--- src/rtl/alu_pkg.sv ---
// Shared definitions for the accumulator-ALU command issuer: opcodes, FSM states,
// the captured-result record and an opcode legality helper.
package alu_pkg;

    localparam int ALU_N = 8;

    localparam logic [3:0] OP_NOP  = 4'd0;
    localparam logic [3:0] OP_LOAD = 4'd1;
    localparam logic [3:0] OP_NOT  = 4'd2;
    localparam logic [3:0] OP_XOR  = 4'd3;
    localparam logic [3:0] OP_OR   = 4'd4;
    localparam logic [3:0] OP_AND  = 4'd5;
    localparam logic [3:0] OP_SUB  = 4'd6;
    localparam logic [3:0] OP_ADD  = 4'd7;
    localparam logic [3:0] OP_MULT = 4'd8;

    typedef enum logic [1:0] {
        ST_RUN   = 2'd0,
        ST_SLEEP = 2'd1,
        ST_OFF   = 2'd2,
        ST_WAKE  = 2'd3
    } state_e;

    typedef struct packed {
        logic [3:0]       op;
        logic             err;
        logic [ALU_N-1:0] data;
    } res_rec_t;

    function automatic logic op_is_legal(input logic [3:0] op);
        return (op <= OP_MULT);
    endfunction

endpackage

--- src/rtl/alu_cmd_issuer_if.sv ---
// Host-facing command and result handshakes of alu_cmd_issuer.
interface alu_cmd_issuer_if #(
    parameter int N = 8
);
    logic         cmd_valid;
    logic         cmd_ready;
    logic [3:0]   cmd_op;
    logic [N-1:0] cmd_data;
    logic         cmd_last;
    logic         res_valid;
    logic         res_ready;
    logic [N-1:0] res_data;
    logic [3:0]   res_op;
    logic         res_err;

    modport master (
        output cmd_valid, cmd_op, cmd_data, cmd_last, res_ready,
        input  cmd_ready, res_valid, res_data, res_op, res_err
    );

    modport slave (
        input  cmd_valid, cmd_op, cmd_data, cmd_last, res_ready,
        output cmd_ready, res_valid, res_data, res_op, res_err
    );
endinterface

--- src/rtl/alu_cmd_fifo.sv ---
// Synchronous first-word-fall-through FIFO with an occupancy count output.
// DEPTH must be a power of two; pushes when full and pops when empty are ignored.
module alu_cmd_fifo #(
    parameter int WIDTH = 8,
    parameter int DEPTH = 4,
    localparam int AW = $clog2(DEPTH),
    localparam int CW = AW + 1
) (
    input  logic             clk,
    input  logic             rst,
    input  logic             push,
    input  logic [WIDTH-1:0] push_data,
    input  logic             pop,
    output logic [WIDTH-1:0] pop_data,
    output logic [CW-1:0]    count
);

    logic [WIDTH-1:0] mem_q [DEPTH];
    logic [WIDTH-1:0] mem_d [DEPTH];
    logic [AW-1:0]    wr_ptr_q, wr_ptr_d;
    logic [AW-1:0]    rd_ptr_q, rd_ptr_d;
    logic [CW-1:0]    count_q, count_d;
    logic             push_en_s, pop_en_s;

    assign push_en_s = push && (count_q != CW'(DEPTH));
    assign pop_en_s  = pop && (count_q != CW'(0));
    assign pop_data  = mem_q[rd_ptr_q];
    assign count     = count_q;

    // Next storage, pointer and occupancy values
    always_comb begin
        mem_d    = mem_q;
        wr_ptr_d = wr_ptr_q;
        rd_ptr_d = rd_ptr_q;
        if (push_en_s) begin
            mem_d[wr_ptr_q] = push_data;
            wr_ptr_d        = wr_ptr_q + AW'(1);
        end else begin
            wr_ptr_d = wr_ptr_q;
        end
        if (pop_en_s) begin
            rd_ptr_d = rd_ptr_q + AW'(1);
        end else begin
            rd_ptr_d = rd_ptr_q;
        end
        count_d = count_q + CW'(push_en_s) - CW'(pop_en_s);
    end

    // FIFO state registers
    always_ff @(posedge clk) begin
        if (rst) begin
            mem_q    <= '{default: '0};
            wr_ptr_q <= AW'(0);
            rd_ptr_q <= AW'(0);
            count_q  <= CW'(0);
        end else begin
            mem_q    <= mem_d;
            wr_ptr_q <= wr_ptr_d;
            rd_ptr_q <= rd_ptr_d;
            count_q  <= count_d;
        end
    end

endmodule

--- src/rtl/alu_cmd_issuer.sv ---
// Command front end for the accumulator ALU: command FIFO, one-per-cycle issue, 2-entry
// result buffer and power sequencing. Define ALU_ISSUER_AUTO_OFF_EN for idle power-down.
module alu_cmd_issuer
    import alu_pkg::*;
#(
    parameter int N           = ALU_N,
    parameter int DEPTH       = 4,
    parameter int IDLE_CYCLES = 16
) (
    input  logic          clk,
    input  logic          rst,
    alu_cmd_issuer_if.slave bus,
    output logic          alu_rst,
    output logic          alu_on,
    output logic          alu_off,
    output logic [3:0]    alu_op,
    output logic [N-1:0]  alu_in,
    input  logic [N-1:0]  alu_out,
    output logic          alu_powered
);

    localparam int FW = N + 5;
    localparam int CW = $clog2(DEPTH) + 1;

    logic [FW-1:0] fifo_head_s;
    logic [CW-1:0] fifo_count_s;
    logic          fifo_empty_s, push_s, pop_s;
    logic [3:0]    head_op_s;
    logic          head_last_s;
    logic [N-1:0]  head_data_s;

    state_e        state_q, state_d;
    logic          alu_rst_q, alu_rst_d, alu_on_q, alu_on_d, alu_off_q, alu_off_d;
    logic [3:0]    alu_op_q, alu_op_d;
    logic [N-1:0]  alu_in_q, alu_in_d;
    logic          powered_q, powered_d, ready_en_q, ready_en_d;
    logic          in_flight_q, in_flight_d, tag_err_q, tag_err_d;
    logic [3:0]    tag_op_q, tag_op_d;

    res_rec_t      res_mem_q [2];
    res_rec_t      res_mem_d [2];
    res_rec_t      res_head_s;
    logic          res_wr_q, res_wr_d, res_rd_q, res_rd_d;
    logic [1:0]    res_cnt_q, res_cnt_d, res_free_s;
    logic          deq_s, pop_ok_s, idle_hit_s;

    alu_cmd_fifo #(.WIDTH(FW), .DEPTH(DEPTH)) u_cmd_fifo (
        .clk       (clk),
        .rst       (rst),
        .push      (push_s),
        .push_data ({bus.cmd_op, bus.cmd_last, bus.cmd_data}),
        .pop       (pop_s),
        .pop_data  (fifo_head_s),
        .count     (fifo_count_s)
    );

    assign {head_op_s, head_last_s, head_data_s} = fifo_head_s;
    assign fifo_empty_s  = (fifo_count_s == CW'(0));
    assign bus.cmd_ready = ready_en_q && (fifo_count_s != CW'(DEPTH));
    assign push_s        = bus.cmd_valid && bus.cmd_ready;

    // A result leaving this cycle frees its slot for a pop issued now.
    assign deq_s      = (res_cnt_q != 2'd0) && bus.res_ready;
    assign res_free_s = 2'd2 - res_cnt_q + {1'b0, deq_s};
    assign pop_ok_s   = !fifo_empty_s && (res_free_s > {1'b0, in_flight_q});

`ifdef ALU_ISSUER_AUTO_OFF_EN
    localparam int IW = $clog2(IDLE_CYCLES + 1);
    logic [IW-1:0] idle_cnt_q, idle_cnt_d;
    logic          idle_s;

    assign idle_s = (state_q == ST_RUN) && fifo_empty_s && !in_flight_q;

    // Consecutive idle-cycle counter; expiry requests power-down
    always_comb begin
        idle_cnt_d = idle_cnt_q;
        idle_hit_s = 1'b0;
        if (push_s || !idle_s) begin
            idle_cnt_d = IW'(0);
        end else if (idle_cnt_q == IW'(IDLE_CYCLES - 1)) begin
            idle_hit_s = 1'b1;
            idle_cnt_d = IW'(0);
        end else begin
            idle_cnt_d = idle_cnt_q + IW'(1);
        end
    end

    // Idle counter register
    always_ff @(posedge clk) begin
        if (rst) begin
            idle_cnt_q <= IW'(0);
        end else begin
            idle_cnt_q <= idle_cnt_d;
        end
    end
`else
    logic unused_idle_cycles_s;
    assign unused_idle_cycles_s = (IDLE_CYCLES != 0);
    assign idle_hit_s           = 1'b0;
`endif

    // Power FSM, issue decision and registered ALU pin values
    always_comb begin
        state_d     = state_q;
        alu_rst_d   = 1'b0;
        alu_on_d    = 1'b0;
        alu_off_d   = 1'b0;
        alu_op_d    = OP_NOP;
        alu_in_d    = alu_in_q;
        powered_d   = powered_q;
        ready_en_d  = 1'b1;
        pop_s       = 1'b0;
        in_flight_d = 1'b0;
        tag_op_d    = tag_op_q;
        tag_err_d   = tag_err_q;
        case (state_q)
            ST_RUN: begin
                if (pop_ok_s) begin
                    pop_s       = 1'b1;
                    in_flight_d = 1'b1;
                    tag_op_d    = head_op_s;
                    tag_err_d   = !op_is_legal(head_op_s);
                    alu_op_d    = op_is_legal(head_op_s) ? head_op_s : OP_NOP;
                    alu_in_d    = head_data_s;
                    state_d     = head_last_s ? ST_SLEEP : ST_RUN;
                end else begin
                    state_d = idle_hit_s ? ST_SLEEP : ST_RUN;
                end
            end
            ST_SLEEP: begin
                alu_off_d = 1'b1;
                powered_d = 1'b0;
                state_d   = ST_OFF;
            end
            ST_OFF: begin
                if (!fifo_empty_s) begin
                    state_d = ST_WAKE;
                end else begin
                    state_d = ST_OFF;
                end
            end
            ST_WAKE: begin
                alu_on_d  = 1'b1;
                powered_d = 1'b1;
                state_d   = ST_RUN;
            end
            default: begin
                state_d = ST_RUN;
            end
        endcase
    end

    // Result buffer: capture the ALU output the cycle after an issue
    always_comb begin
        res_mem_d = res_mem_q;
        if (in_flight_q) begin
            res_mem_d[res_wr_q] = '{op: tag_op_q, err: tag_err_q, data: ALU_N'(alu_out)};
        end else begin
            res_mem_d = res_mem_q;
        end
        res_wr_d  = res_wr_q ^ in_flight_q;
        res_rd_d  = res_rd_q ^ deq_s;
        res_cnt_d = res_cnt_q + {1'b0, in_flight_q} - {1'b0, deq_s};
    end

    // State, pin and result-buffer registers
    always_ff @(posedge clk) begin
        if (rst) begin
            state_q     <= ST_RUN;
            alu_rst_q   <= 1'b1;
            alu_on_q    <= 1'b0;
            alu_off_q   <= 1'b0;
            alu_op_q    <= OP_NOP;
            alu_in_q    <= N'(0);
            powered_q   <= 1'b1;
            ready_en_q  <= 1'b0;
            in_flight_q <= 1'b0;
            tag_op_q    <= 4'd0;
            tag_err_q   <= 1'b0;
            res_mem_q   <= '{default: '0};
            res_wr_q    <= 1'b0;
            res_rd_q    <= 1'b0;
            res_cnt_q   <= 2'd0;
        end else begin
            state_q     <= state_d;
            alu_rst_q   <= alu_rst_d;
            alu_on_q    <= alu_on_d;
            alu_off_q   <= alu_off_d;
            alu_op_q    <= alu_op_d;
            alu_in_q    <= alu_in_d;
            powered_q   <= powered_d;
            ready_en_q  <= ready_en_d;
            in_flight_q <= in_flight_d;
            tag_op_q    <= tag_op_d;
            tag_err_q   <= tag_err_d;
            res_mem_q   <= res_mem_d;
            res_wr_q    <= res_wr_d;
            res_rd_q    <= res_rd_d;
            res_cnt_q   <= res_cnt_d;
        end
    end

    assign alu_rst       = alu_rst_q;
    assign alu_on        = alu_on_q;
    assign alu_off       = alu_off_q;
    assign alu_op        = alu_op_q;
    assign alu_in        = alu_in_q;
    assign alu_powered   = powered_q;
    assign res_head_s    = res_mem_q[res_rd_q];
    assign bus.res_valid = (res_cnt_q != 2'd0);
    assign bus.res_data  = N'(res_head_s.data);
    assign bus.res_op    = res_head_s.op;
    assign bus.res_err   = res_head_s.err;

endmodule

--- src/flat_wrapper.sv ---
// flat-port wrapper written by rule: the top's interface ports become plain ports
module alu_cmd_issuer_flat import alu_pkg::*;
#(
    parameter int N           = ALU_N,
    parameter int DEPTH       = 4,
    parameter int IDLE_CYCLES = 16
)
  (clk, rst, alu_rst, alu_on, alu_off, alu_op, alu_in, alu_out, alu_powered, bus_cmd_valid, bus_cmd_op, bus_cmd_data, bus_cmd_last, bus_res_ready, bus_cmd_ready, bus_res_valid, bus_res_data, bus_res_op, bus_res_err);
  alu_cmd_issuer_if #(.N(N)) bus_i ();
  input  logic clk;
  input  logic rst;
  output logic alu_rst;
  output logic alu_on;
  output logic alu_off;
  output logic [3:0] alu_op;
  output logic [N-1:0] alu_in;
  input  logic [N-1:0] alu_out;
  output logic alu_powered;
  input wire logic [$bits(bus_i.cmd_valid)-1:0] bus_cmd_valid;
  input wire logic [$bits(bus_i.cmd_op)-1:0] bus_cmd_op;
  input wire logic [$bits(bus_i.cmd_data)-1:0] bus_cmd_data;
  input wire logic [$bits(bus_i.cmd_last)-1:0] bus_cmd_last;
  input wire logic [$bits(bus_i.res_ready)-1:0] bus_res_ready;
  output wire logic [$bits(bus_i.cmd_ready)-1:0] bus_cmd_ready;
  output wire logic [$bits(bus_i.res_valid)-1:0] bus_res_valid;
  output wire logic [$bits(bus_i.res_data)-1:0] bus_res_data;
  output wire logic [$bits(bus_i.res_op)-1:0] bus_res_op;
  output wire logic [$bits(bus_i.res_err)-1:0] bus_res_err;
  assign bus_i.cmd_valid = bus_cmd_valid;
  assign bus_i.cmd_op = bus_cmd_op;
  assign bus_i.cmd_data = bus_cmd_data;
  assign bus_i.cmd_last = bus_cmd_last;
  assign bus_i.res_ready = bus_res_ready;
  assign bus_cmd_ready = bus_i.cmd_ready;
  assign bus_res_valid = bus_i.res_valid;
  assign bus_res_data = bus_i.res_data;
  assign bus_res_op = bus_i.res_op;
  assign bus_res_err = bus_i.res_err;
  alu_cmd_issuer #(.N(N), .DEPTH(DEPTH), .IDLE_CYCLES(IDLE_CYCLES)) u_core (.clk(clk), .rst(rst), .bus(bus_i), .alu_rst(alu_rst), .alu_on(alu_on), .alu_off(alu_off), .alu_op(alu_op), .alu_in(alu_in), .alu_out(alu_out), .alu_powered(alu_powered));
endmodule
--- config.mk ---
export PLATFORM = sky130hd
export DESIGN_NAME = alu_cmd_issuer_flat
export DESIGN_NICKNAME = d
export VERILOG_FILES = /design/src/rtl/alu_pkg.sv /design/src/rtl/alu_cmd_issuer_if.sv /design/src/rtl/alu_cmd_fifo.sv /design/src/rtl/alu_cmd_issuer.sv /design/src/flat_wrapper.sv
export SDC_FILE = /design/constraint.sdc
export NUM_CORES = 1
export LEC_CHECK = 0
export BUFFER_PORTS_ARGS = -buffer_cell sky130_fd_sc_hd__buf_2
export CORE_MARGIN = 2
export CORE_UTILIZATION = 40
export DETAILED_ROUTE_END_ITERATION = 6
export PLACE_DENSITY = 0.64
export SYNTH_ARGS = -nofsm -noshare
export SYNTH_HDL_FRONTEND = slang
export SYNTH_SLANG_ARGS = --single-unit
export TNS_END_PERCENT = 5
--- constraint.sdc ---
create_clock -name clk -period 3.27 [get_ports clk]
set_input_delay 0.4905 -clock clk [delete_from_list [all_inputs] [get_ports clk]]
set_output_delay 0.4905 -clock clk [all_outputs]
set_load 0.05 [all_outputs]
# == Word level (Yosys, flattened, before mapping) ==
# Cells that the tools add are included.
# totals
reg_bits,114
latch_bits,0
ramBits,0
rom_bits,0
out_inout_bits,31
mem_count,0
# classes
addsub,8
multipliers,0
div_mod_pow,0
n_lt_le_gt_ge,8
n_eq_ne,4
shift,0
mux,23
bitwise_logic,9
n_reduce_logical,17
# ops
operator,n
2-to-1 mux 13 bit,7
bitwise mux 52 bit,1
binary-select mux 13 bit (select 2 bit),1
bitwise mux 26 bit,1
demux 13 bit (select 2 bit),1
demux 13 bit (select 1 bit),1
logical AND 1 bit,8
2-to-1 mux 1 bit,8
case mux 2 bit (4 select lines),1
"greater-or-equal comparator 3 bit, second input constant",2
inverter 2 -> 3 bit,2
adder 2 x 1 -> 2 bit,2
"adder 2 x 1 -> 2 bit, second input constant",2
"== test 2 bit, second input constant",2
"greater-or-equal comparator 2 bit, second input constant",2
"<= comparator 4 bit, second input constant",1
inverter 1 -> 2 bit,2
nonzero test 2 bit,2
OR reduction 4 bit,1
adder 3 x 1 -> 3 bit,1
zero test 3 bit,1
"less-than comparator 3 x 1 -> 1 bit, second input constant",1
"inequality test 3 bit, second input constant",1
inverter 1 bit,3
other kinds (13),15

# == Longest topological paths before layout ==
# Gate-level depths: netlist of the first run.
# logic_depth
word_depth,9
depth_mapped,16
mapped_depth_nobuf,14

# == By module ==
# From an unflattened synthesis of the first run, not the netlist that was laid out.
# hier_totals
hier_cells,469
area_unflattened_um2,5116.2
# by_module_without_submodules
mod,n_inst,cells_each,area_each_um2,seq_area_each_um2
alu_cmd_fifo,1,245,2821.5,1181.1
alu_cmd_issuer,1,224,2294.7,1101.1

# == Worst setup path after synthesis of the first run ==
# No wires, ideal clock.
# synth_path
path_type,flip-flop to flip-flop
startpoint,register u_core.res_cnt_q[1]
endpoint,register u_core.u_cmd_fifo.count_q[2] (netlist: u_core.u_cmd_fifo.count[2])
arrival_time_ns,3.243
required_ns,3.142
slack_ns,-0.100
path_stages_with_launch,17
n_path_buf,2
synth_period_minus_slack_ns,3.370
cell_sequence,dfxtp_1 -> or2_2 -> nand2_1 -> ha_1 -> ha_1 -> nor2_1 -> o21a_1 -> buf_4 -> buf_4 -> ha_1 -> inv_1 -> ha_1 -> inv_1 -> fa_1 -> xor2_1 -> xnor2_1 -> nor2_1
# synth_via
elab_chain_cells,9
# synth_rtl
item,line_no,rtl
from (decl),alu_cmd_issuer.sv:44,"logic [1:0] res_cnt_q, res_cnt_d, res_free_s;"
from (signal assigned),alu_cmd_issuer.sv:199,res_cnt_q <= res_cnt_d;
nonzero test 2 bit,-,
named net bus_res_valid,flat_wrapper.sv:25,output wire logic [$bits(bus_i.res_valid)-1:0] bus_res_valid;
logical AND 1 bit,alu_cmd_issuer.sv:63,assign deq_s = (res_cnt_q != 2'd0) && bus.res_ready;
adder 2 x 1 -> 2 bit,alu_cmd_issuer.sv:64,"assign res_free_s = 2'd2 - res_cnt_q + {1'b0, deq_s};"
greater-than comparator 2 x 1 -> 1 bit,alu_cmd_issuer.sv:65,"assign pop_ok_s = !fifo_empty_s && (res_free_s > {1'b0, in_flight_q});"
logical AND 1 bit,alu_cmd_issuer.sv:65,
2-to-1 mux 1 bit,alu_cmd_issuer.sv:118,if (pop_ok_s) begin
2-to-1 mux 1 bit,-,
logical AND 1 bit,alu_cmd_fifo.sv:26,assign pop_en_s = pop && (count_q != CW'(0));
named net u_core.u_cmd_fifo.pop_en_s,alu_cmd_fifo.sv:23,"logic push_en_s, pop_en_s;"
subtractor 3 x 1 -> 3 bit,alu_cmd_fifo.sv:46,count_d = count_q + CW'(push_en_s) - CW'(pop_en_s);
to (signal assigned),alu_cmd_fifo.sv:60,count_q <= count_d;
to (decl),alu_cmd_fifo.sv:22,"logic [CW-1:0] count_q, count_d;"
# The timed path passes the listed nets, and every way through them passes these cells.
# A chain may end at the register's enable or synchronous reset.

# == Worst setup path after layout of the first run ==
# layout_path
startpoint,register u_core.res_cnt_q[1]
endpoint,register u_core.u_cmd_fifo.count_q[2] (netlist: u_core.u_cmd_fifo.count[2])
# layout_via
elab_chain_cells,9
# layout_rtl
item,line_no
branches (longest 2 deep; another with subtractor 2 bit),-
adder 2 x 1 -> 2 bit *,alu_cmd_issuer.sv:64
greater-than comparator 2 x 1 -> 1 bit *,alu_cmd_issuer.sv:65
logical AND 1 bit *,alu_cmd_issuer.sv:65
2-to-1 mux 1 bit *,alu_cmd_issuer.sv:118
2-to-1 mux 1 bit *,-
logical AND 1 bit *,alu_cmd_fifo.sv:26
subtractor 3 x 1 -> 3 bit *,alu_cmd_fifo.sv:46
# Mark *: on every way between the ends.

==> results of run 1 <==
worst max-delay path: cells and delay by family (launching register included):
family	cells	cell delay [ns]
compound gates	1	0.18
xor+xnor	2	0.33
fa+ha+maj	5	1.30
buf+inv	2	0.11
flops	1	0.34
simple gates	4	0.63
cell usage after synthesis:
library cell	number
dfxtp_1	114
nand2_1	55
a21oi_1	53
nand3_1	52
nor2_1	48
mux2i_1	38
ha_1	17
inv_1	14
mux2_2	13
mux4_2	13
clkbuf_1	12
buf_2	8
buf_4	7
and2_1	5
buf_8	5
xnor2_1	5
nand4_1	4
nor2b_1	4
xor2_1	4
buf_1	3
nor3b_1	2
o211ai_1	2
o21ai_0	2
and3_1	1
and3_4	1
buf_12	1
clkbuf_2	1
fa_1	1
nand2b_1	1
nor3_1	1
o21a_1	1
o311a_1	1
o31a_1	1
o32ai_1	1
or2_2	1
or3b_4	1
state kept, by name (all words and copies together), names as in the netlist, 2 cells and up:
name                        flops
u_core.u_cmd_fifo.wr_ptr_q      2
u_core.u_cmd_fifo.mem_q        52
u_core.u_cmd_fifo.count         3
u_core.alu_op                   4
u_core.tag_op_q                 4
u_core.state_q                  2
u_core.res_mem_q               26
u_core.u_cmd_fifo.rd_ptr_q      2
u_core.res_cnt_q                2
u_core.alu_in                   8
power by group through the flow:
stage	Combinational, mW	Sequential [mW]	Clock (mW)
floorplan	1.04	1.66	0
global placement	1.20	1.69	0
detailed placement	1.24	1.70	0
CTS	1.25	1.67	1.85
global route	1.34	1.69	1.93
finish	1.24	1.67	1.82
how the worst min path moves through the flow:
stage                                      from  slack, ns                          end  cells after the start
floorplan           u_core.u_cmd_fifo.mem_q[13]       0.43  u_core.u_cmd_fifo.mem_q[13]                      2
global placement    u_core.u_cmd_fifo.mem_q[42]       0.44  u_core.u_cmd_fifo.mem_q[42]                      2
detailed placement  u_core.u_cmd_fifo.mem_q[16]       0.45  u_core.u_cmd_fifo.mem_q[16]                      2
CTS                                  alu_out[2]       0.34          u_core.res_mem_q[2]                      3
global route                         alu_out[5]       0.34         u_core.res_mem_q[18]                      3
finish                               alu_out[2]       0.34          u_core.res_mem_q[2]                      3
layer usage:
layer	GRT usage	share of wire	vias up
li1	-	-	1783
met1	0.213	0.44	1719
met4	0.0675	0.012	0
met2	0.297	0.49	99
met3	0.0574	0.056	14
met5	0	0	-
cell type report:
cell class | count | area share
well taps | 147 | 0.0322
repair buffers | 67 | 0.0643
multi-input cells | 328 | 0.393
clock buffers | 23 | 0.0836
inverters | 14 | 0.00919
clock inverters | 6 | 0.0184
flip-flops and latches | 114 | 0.399
kinds of logic after synthesis:
group | share of synthesized area
flip-flops | 0.473
adder cells (fa/ha/maj) | 0.0482
multiplexers | 0.170
AO/OA/AOI/OAI | 0.0674
AND/OR/NAND/NOR | 0.163
XOR/XNOR | 0.0163
buffers and inverters | 0.0624
==> flow_metrics.py, run 1 <==
metrics = {
    "worst_setup_path": {
        "cp_data_arrival_time_ns": 3.29,
        "critPathKind": "flop to flop",
        "cpPeakStageDelay_ns": 0.41,
        "r2r_end": "u_core.u_cmd_fifo.count[2]",
        "slowest_stage": "fa_1",
        "critPathCapture": "u_core.u_cmd_fifo.count[2]",
        "r2r_start": "u_core.res_cnt_q[1]",
        "worstSetupStartpointType": "flop",
        "crit_top_cell": "ha_1",
        "ff2ff_path_depth": 14,
        "critPathLaunch": "u_core.res_cnt_q[1]",
        "critPathMaxFanout": 3,
        "cp-end-kind": "flop",
        "crit_path_cell_trace": "or2_4 -> nand2_1 -> ha_1 -> ha_1 -> nor2_1 -> o21a_1 -> ha_1 -> inv_1 -> ha_1 -> inv_1 -> fa_1 -> xor2_1 -> xnor2_1 -> nor2_1",
        "critical_path_required_ns": 3.53,
        "r2r_setup_slack_ns": 0.24,
    },
    "route": {
        "drc_errors": 0,
        "via_per_inst": 5.17,
        "routed_wl_um": 10800,
        "wl_per_cell_um": 15.5,
        "num_vias": 3615,
        "ant_nets": 0,
        "first_pass_iters": 5,
        "drt_iter0_markers": 279,
    },
    "outcome": {
        "status": "completed",
    },
    "pwr": {
        "clock_power_share": 0.385,
        "power_frac_seq": 0.353,
        "swShare": 0.307,
        "ir_drop_uv": 365,
        "power_density_nw_per_um2": 827,
        "p_int_mw": 3.28,
        "p_sw_mw": 1.45,
        "pwr-share-comb": 0.262,
        "p_leak_nw": 2.27,
        "power.total_mw": 4.73,
    },
    "place": {
        "numPortBuffers": 55,
        "dpl_worst_slack_ns": 0.255,
        "gp_congestion": 0.711,
        "placed_cell_area_um2": 5130,
        "hpwl_um": 6710,
        "dp.cells": 670,
    },
    "floorplanning": {
        "die_h_um": 114,
        "pin_count": 56,
        "fp-row-count": 40,
        "initial_core_util": 0.405,
        "coreArea_um2": 11900,
        "die_w_um": 114,
        "die_area_um2": 13000,
    },
    "final_layout": {
        "finish.instance_area_um2": 5720,
        "layout_common_cells": "dfxtp_1 (114), nand2_1 (55), buf_2 (54)",
        "final_util": 0.480,
        "final_common_cell": "dfxtp_1",
        "num-nets-final": 585,
        "synthToLayoutAreaGrowth_pct": 18.4,
        "stdcell_count": 699,
        "regArea_um2": 2280,
        "drive_gt1_frac": 0.221,
        "multi_input_area_um2": 2250,
        "antenna_cells": 0,
        "nFillCells": 1111,
    },
    "synthesis": {
        "synthDistinctLibCells": 36,
        "syn_area_um2": 4830,
        "avgSynthCellArea_um2": 9.80,
        "synth.top_cell.area_share": 0.473,
        "ys_ff_latch": 114,
        "ys_top_cells_by_area": "dfxtp_1 (47%), mux2i_1 (7.9%), mux4_2 (6.1%)",
        "synth_top_cell_by_area": "dfxtp_1",
        "yosys_warnings": 0,
        "syn-num-nets": 536,
        "ys_seq_area_frac": 0.473,
        "synthCells": 493,
    },
    "min_path": {
        "worstHoldPathType": "input pin to flop",
    },
    "timing": {
        "final-setup-viol-count": 0,
        "min_period_ns": 3.03,
        "worstMarginPinSlew_ns": 0.860,
        "max_freq_mhz": 330,
        "hold_violations": 0,
        "hold_ws_ns": 0.342,
        "maxSlewHeadroom": 0.427,
        "setup_ws_ns": 0.241,
        "rsz0062_at_grt": "no",
        "fin_skew_ns": 0.00735,
        "fin_setup_tns_ns": 0,
        "slew_viol_final": 0,
        "fin_crit_sh": 0.926,
    },
    "clock_tree": {
        "cts.clk_slew.worst_paths_ns": 0.05,
        "htreeDepth": 4,
        "cts_root_buffer": "clkbuf_16",
        "post_cts_resized": 0,
        "clock_path_buffers": 2,
        "numCtsBuffers": 17,
        "insertion_delay_ns": 0.40,
        "clock_sinks": 114,
        "cts_tree": "yes",
        "post-cts-setup-buffers": 0,
        "postCtsHoldBufs": 0,
    },
    "global_route": {
        "grt_max_degree": 70,
        "grt_pass1_wl_um": 17700,
        "grt.overflow.total": 0,
        "antenna_found_initial": 0,
        "grt_pass1_vias": 3609,
        "grt.total_usage": 0.177,
    },
    "run": {
        "max_cap_viol_count": 0,
    },
}
Note: power is estimated with default switching activity, not from simulation.
==> inputs of run 2 (changes only) <==
--- a/config.mk
+++ b/config.mk
@@ -5,11 +5,13 @@
 export SDC_FILE = /design/constraint.sdc
 export NUM_CORES = 1
 export LEC_CHECK = 0
+export ABC_AREA = 1
 export BUFFER_PORTS_ARGS = -buffer_cell sky130_fd_sc_hd__buf_2
 export CORE_MARGIN = 2
 export CORE_UTILIZATION = 40
 export DETAILED_ROUTE_END_ITERATION = 6
 export PLACE_DENSITY = 0.64
+export SETUP_SLACK_MARGIN = 0.4
 export SYNTH_ARGS = -nofsm -noshare
 export SYNTH_HDL_FRONTEND = slang
 export SYNTH_SLANG_ARGS = --single-unit
==> run 2 against run 1 <==
Effect of this change:
- final cell count increased by 30%
- setup slack improved by 0.21 ns
- area after synthesis increased by 2.8%
- largest power group is now combinational logic
- clock power decreased by 6%
- die area increased by 2.7%
- combinational power increased by 65%
- via count increased by 26%
- global-route usage increased by 1.6 points
- core utilization increased by 1.6 points
- synthesized cell count increased by 38%
- design area increased by 4.6%
- sequential power increased by 6%
- highest routed layer unchanged
==> flow_metrics.py, run 2 <==
metrics = {
    "synthesis": {
        "synth_top_cell_by_area": "dfxtp_1",
        "syn-num-nets": 723,
        "synth.top_cell.area_share": 0.459,
        "synth_most_common_cell": "nand2_1",
        "ys_seq_area_frac": 0.459,
        "syn_area_um2": 4970,
        "yosys_warnings": 0,
        "synth-edff-count": 0,
        "synth_commonest_cells": "nand2_1 (156), dfxtp_1 (114), nor2_1 (95), a21oi_1 (71), o21ai_0 (64)",
        "synth-main-ff-cell": "dfxtp_1",
        "ys_ff_latch": 114,
        "ys_top_cells_by_area": "dfxtp_1 (46%), nand2_1 (12%), nor2_1 (7.2%)",
        "synthDistinctLibCells": 24,
        "synthCells": 680,
        "synth_async_sr_flop_share": 0,
        "avgSynthCellArea_um2": 7.30,
    },
    "worst_setup_path": {
        "critical_path_required_ns": 3.55,
        "critPathTopFamily": "adder cells",
        "critPathMaxFanout": 4,
        "critPathKind": "flop to flop",
        "cpPeakStageDelay_ns": 0.37,
        "crit_path_cell_trace": "or2_4 -> nand2_4 -> ha_4 -> ha_4 -> or2_0 -> nand3_2 -> nand3_2 -> inv_2 -> ha_4 -> inv_2 -> ha_4 -> inv_2 -> fa_2 -> xor2_2 -> o21ai_1 -> a21oi_1",
        "crit_top_cell": "ha_4",
        "cp-end-kind": "flop",
        "cp_data_arrival_time_ns": 3.10,
        "critPathLaunch": "u_core.res_cnt_q[0]",
        "r2r_start": "u_core.res_cnt_q[0]",
        "worstSetupStartpointType": "flop",
        "slowest_stage": "fa_2",
        "critPathBufInv": 3,
    },
    "clock_tree": {
        "cts.clk_slew.worst_paths_ns": 0.05,
        "cts_root_buffer": "clkbuf_16",
        "postCtsHoldBufs": 0,
        "numCtsBuffers": 17,
        "htreeDepth": 4,
        "insertion_delay_ns": 0.41,
        "clock_path_buffers": 2,
        "clock_sinks": 114,
        "cts_tree": "yes",
    },
    "route": {
        "ant_nets": 0,
        "via_per_inst": 5.02,
        "first_pass_iters": 5,
        "drt_iter0_markers": 349,
        "drc_errors": 0,
        "routed_wl_um": 12200,
        "wl_per_cell_um": 13.5,
        "num_vias": 4549,
    },
    "floorplanning": {
        "die_h_um": 115,
        "fp-row-count": 40,
        "initial_core_util": 0.412,
        "coreArea_um2": 12100,
        "pin_count": 56,
        "die_w_um": 115,
        "die_area_um2": 13300,
    },
    "place": {
        "dpl_worst_slack_ns": 0.347,
        "numPortBuffers": 55,
        "hpwl_um": 7590,
        "gp_congestion": 0.758,
    },
    "final_layout": {
        "antenna_cells": 0,
        "synthToLayoutAreaGrowth_pct": 20.4,
        "layout_common_cells": "nand2_1 (155), dfxtp_1 (112), nor2_1 (95)",
        "largest_register_ffs": 52,
        "drive_gt1_frac": 0.160,
        "top_register": "u_core.u_cmd_fifo.mem_q",
        "num-nets-final": 770,
        "final_common_cell": "nand2_1",
    },
    "global_route": {
        "grt_pass1_wl_um": 20400,
        "grt_pass1_vias": 4217,
        "antenna_found_initial": 0,
        "grt.total_usage": 0.193,
        "grt.overflow.total": 0,
        "grt_max_degree": 64,
    },
    "pwr": {
        "power_density_nw_per_um2": 926,
        "p_leak_nw": 2.69,
        "ir_drop_uv": 357,
    },
    "min_path": {
        "worstHoldPathType": "input pin to flop",
        "holdCritStartpoint": "alu_out[6]",
    },
    "timing": {
        "rsz0062_at_grt": "yes",
        "maxSlewHeadroom": 0.565,
        "final-setup-viol-count": 0,
        "max_freq_mhz": 355,
        "slew_viol_final": 0,
        "fin_setup_tns_ns": 0,
        "setup_ws_ns": 0.451,
        "fin_crit_sh": 0.862,
        "min_period_ns": 2.82,
        "hold_violations": 0,
        "worstMarginPinSlew_ns": 0.651,
        "fin_skew_ns": 0.00828,
    },
    "run": {
        "max_cap_viol_count": 0,
    },
    "outcome": {
        "status": "completed",
    },
}
run 2: where the power goes:
group | switching [mW] | total (mW) | internal (mW)
Combinational | 1.42 | 2.05 | 0.638
Sequential | 0.144 | 1.77 | 1.63
Clock | 0.602 | 1.71 | 1.11
Total | 2.16 | 5.54 | 3.38
run 2: area by class of cell:
cell class | instances | area [um2]
fillers | 1195 | 6080
multi-input cells | 464 | 2320
flip-flops and latches | 114 | 2280
clock buffers | 25 | 495
repair buffers | 72 | 403
inverters | 58 | 218
well taps | 168 | 210
clock inverters | 5 | 52.6
run 2: worst min-delay path, delay by kind of cell:
kind / cells / cell delay, ns
buf+inv: 1 / 0.09
simple gates: 2 / 0.12
run 2: timing repair:
item | in CTS | in global routing
setup endpoints to repair | 1 | 1
hold endpoints to repair | 0 | 0
buffers inserted | 2 | 1
pin swaps | 2 | 0
resized for setup | 1 | 1
run 2: kinds of logic after synthesis:
family,Yosys count,synth area share
and+or+nand+nor,307,0.259
AOI/OAI and AO/OA,137,0.142
DFF,114,0.459
buffers and inverters,102,0.0892
adders and majority gates,18,0.0469
xor gates and xnor gates,2,0.00353
run 2: routing by layer:
metal	global-route usage	vias to the layer above	part of all wire
li1	-	2294	-
met5	0	-	0
met4	0.0635	0	0.011
met3	0.0560	10	0.064
met2	0.309	151	0.46
met1	0.253	2094	0.47
run 2: per-stage QoR:
step	total power, mW	area (um2)	utilization	hold WS [ns]	instances
4_1_cts	5.56	5970	0.495	0.316	905
3_3_place_gp	3.72	5400	0.448	0.444	873
5_1_grt	5.90	5980	0.496	0.339	906
2_1_floorplan	3.32	5040	-	0.426	680
3_5_place_dp	3.79	5400	0.448	0.450	873
6_report	5.54	5980	0.496	0.323	906
run 2: path summary, 6_finish.rpt:
path | cells past startpoint | slack [ns] | to
worst max-delay path | 16 | 0.45 | u_core.u_cmd_fifo.count[2]
worst max register to register | 16 | 0.45 | u_core.u_cmd_fifo.count[2]
worst min-delay path | 3 | 0.32 | u_core.res_mem_q[19]
worst min register to register | 2 | 0.46 | u_core.u_cmd_fifo.mem_q[19]
==> inputs of run 3 (changes only) <==
--- a/config.mk
+++ b/config.mk
@@ -5,8 +5,8 @@
 export SDC_FILE = /design/constraint.sdc
 export NUM_CORES = 1
 export LEC_CHECK = 0
-export ABC_AREA = 1
 export BUFFER_PORTS_ARGS = -buffer_cell sky130_fd_sc_hd__buf_2
+export CORE_ASPECT_RATIO = 0.75
 export CORE_MARGIN = 2
 export CORE_UTILIZATION = 40
 export DETAILED_ROUTE_END_ITERATION = 6
==> run 3 against run 2 <==
Effect of this change:
- critical path depth shrank 2
- combinational power down 35%
- final cell count decreased by 21%
- routed wire length is 12% lower
- worst hold slack better by 0.012 ns
- sequential power fell by 6%
- core utilization increased by 0.073 points
- clock skew up 0.0031 ns
- design area down 2.9%
- die area is 2.6% lower
- total power shrank 14%
- register-to-register slack improved by 0.16 ns
- critical path type unchanged
- largest cell class unchanged
- highest routed layer unchanged
==> flow_metrics.py, run 3 (synthesis gave the netlist of run 1 again) <==
metrics = {
    "worst_setup_path": {
        "critical_path_required_ns": 3.55,
        "r2r_setup_slack_ns": 0.61,
        "r2r_end": "u_core.u_cmd_fifo.count[2]",
        "worstSetupStartpointType": "flop",
        "critPathCapture": "u_core.u_cmd_fifo.count[2]",
        "cp-end-kind": "flop",
        "critPathKind": "flop to flop",
        "critPathLaunch": "u_core.res_cnt_q[0]",
        "r2r_start": "u_core.res_cnt_q[0]",
        "cp_data_arrival_time_ns": 2.94,
        "critPathMaxFanout": 3,
        "ff2ff_path_depth": 14,
    },
    "floorplanning": {
        "die_area_um2": 13000,
        "fp-row-count": 34,
        "die_w_um": 131,
        "coreArea_um2": 11700,
        "die_h_um": 99.2,
        "initial_core_util": 0.413,
        "pin_count": 56,
    },
    "final_layout": {
        "num-nets-final": 586,
        "synthToLayoutAreaGrowth_pct": 20.3,
        "final_common_cell": "dfxtp_1",
        "top_register": "u_core.u_cmd_fifo.mem_q",
        "antenna_cells": 0,
        "drive_gt1_frac": 0.246,
        "layout_common_cells": "dfxtp_1 (112), nand2_1 (54), buf_2 (54)",
        "largest_register_ffs": 52,
        "final_util": 0.497,
    },
    "place": {
        "dpl_worst_slack_ns": 0.566,
        "numPortBuffers": 55,
        "gp_congestion": 0.712,
        "hpwl_um": 6770,
    },
    "clock_tree": {
        "clock_path_buffers": 2,
        "insertion_delay_ns": 0.41,
        "cts_root_buffer": "clkbuf_16",
        "postCtsHoldBufs": 0,
        "htreeDepth": 4,
        "post_cts_resized": 0,
        "post-cts-setup-buffers": 0,
        "numCtsBuffers": 17,
        "cts_tree": "yes",
        "cts.clk_slew.worst_paths_ns": 0.05,
        "clock_sinks": 114,
    },
    "route": {
        "first_pass_iters": 5,
        "drc_errors": 0,
        "drt_iter0_markers": 232,
        "wl_per_cell_um": 15.1,
        "num_vias": 3647,
        "via_per_inst": 5.08,
        "ant_nets": 0,
        "routed_wl_um": 10800,
    },
    "timing": {
        "rsz0062_at_grt": "no",
        "setup_ws_ns": 0.610,
        "maxSlewHeadroom": 0.427,
        "fin_skew_ns": 0.0114,
        "slew_viol_final": 0,
        "max_freq_mhz": 376,
        "fin_setup_tns_ns": 0,
        "hold_violations": 0,
        "final-setup-viol-count": 0,
        "fin_crit_sh": 0.813,
        "min_period_ns": 2.66,
        "worstMarginPinSlew_ns": 0.860,
    },
    "min_path": {
        "worstHoldPathType": "input pin to flop",
    },
    "global_route": {
        "grt_pass1_wl_um": 18000,
        "grt_max_degree": 80,
        "grt.total_usage": 0.180,
        "grt.overflow.total": 0,
        "grt_pass1_vias": 3692,
        "antenna_found_initial": 0,
    },
    "pwr": {
        "power.total_mw": 4.77,
        "p_leak_nw": 2.27,
        "power_density_nw_per_um2": 822,
        "ir_drop_uv": 516,
    },
    "outcome": {
        "status": "completed",
    },
    "run": {
        "max_cap_viol_count": 0,
    },
}
[run 3: through the flow]
step / area [um2] / hold WS [ns] / instances
2_1_floorplan: 4910 / 0.433 / 493
3_3_place_gp: 5230 / 0.439 / 686
3_5_place_dp: 5230 / 0.447 / 686
4_1_cts: 5810 / 0.327 / 718
5_1_grt: 5810 / 0.342 / 718
6_report: 5810 / 0.335 / 718
[run 3: how the worst min path moves through the flow]
stage / from / cells past startpoint / slack [ns] / end
after global placement: u_core.u_cmd_fifo.mem_q[47] / 2 / 0.44 / u_core.u_cmd_fifo.mem_q[47]
after floorplan: u_core.u_cmd_fifo.mem_q[13] / 2 / 0.43 / u_core.u_cmd_fifo.mem_q[13]
after global routing: alu_out[0] / 3 / 0.34 / u_core.res_mem_q[13]
final: alu_out[7] / 3 / 0.33 / u_core.res_mem_q[7]
after detailed placement: u_core.u_cmd_fifo.mem_q[22] / 2 / 0.45 / u_core.u_cmd_fifo.mem_q[22]
after CTS: alu_out[2] / 3 / 0.33 / u_core.res_mem_q[2]
[run 3: power breakdown]
group	internal, mW	switching [mW]
registers	1.52	0.137
logic	0.565	0.763
clock network	1.18	0.611
[run 3: layer usage]
| metal | track usage | up-vias | share of wire |
|---|---|---|---|
| met5 | 0 | - | 0 |
| met3 | 0.0602 | 13 | 0.063 |
| met1 | 0.225 | 1731 | 0.45 |
| met2 | 0.297 | 114 | 0.47 |
| li1 | - | 1789 | - |
| met4 | 0.0540 | 0 | 0.010 |
[run 3: critical path: stages (launching register included)]
cell	delay [ns]
dfxtp_2	0.34
or2_4	0.26
nand2_4	0.08
ha_4	0.20
ha_4	0.21
nor2_2	0.12
o21a_1	0.18
ha_4	0.21
inv_2	0.06
ha_4	0.12
inv_2	0.03
fa_2	0.37
xor2_1	0.15
xnor2_1	0.16
nor2_1	0.05
[run 3: area by class of cell]
type	count	area (um2)
clock inverter	9	105
multi-input combinational	328	2310
inverter	14	52.6
tap	162	203
clock buffer	23	478
sequential	114	2280
fill	1061	5890
timing repair buffer	68	375
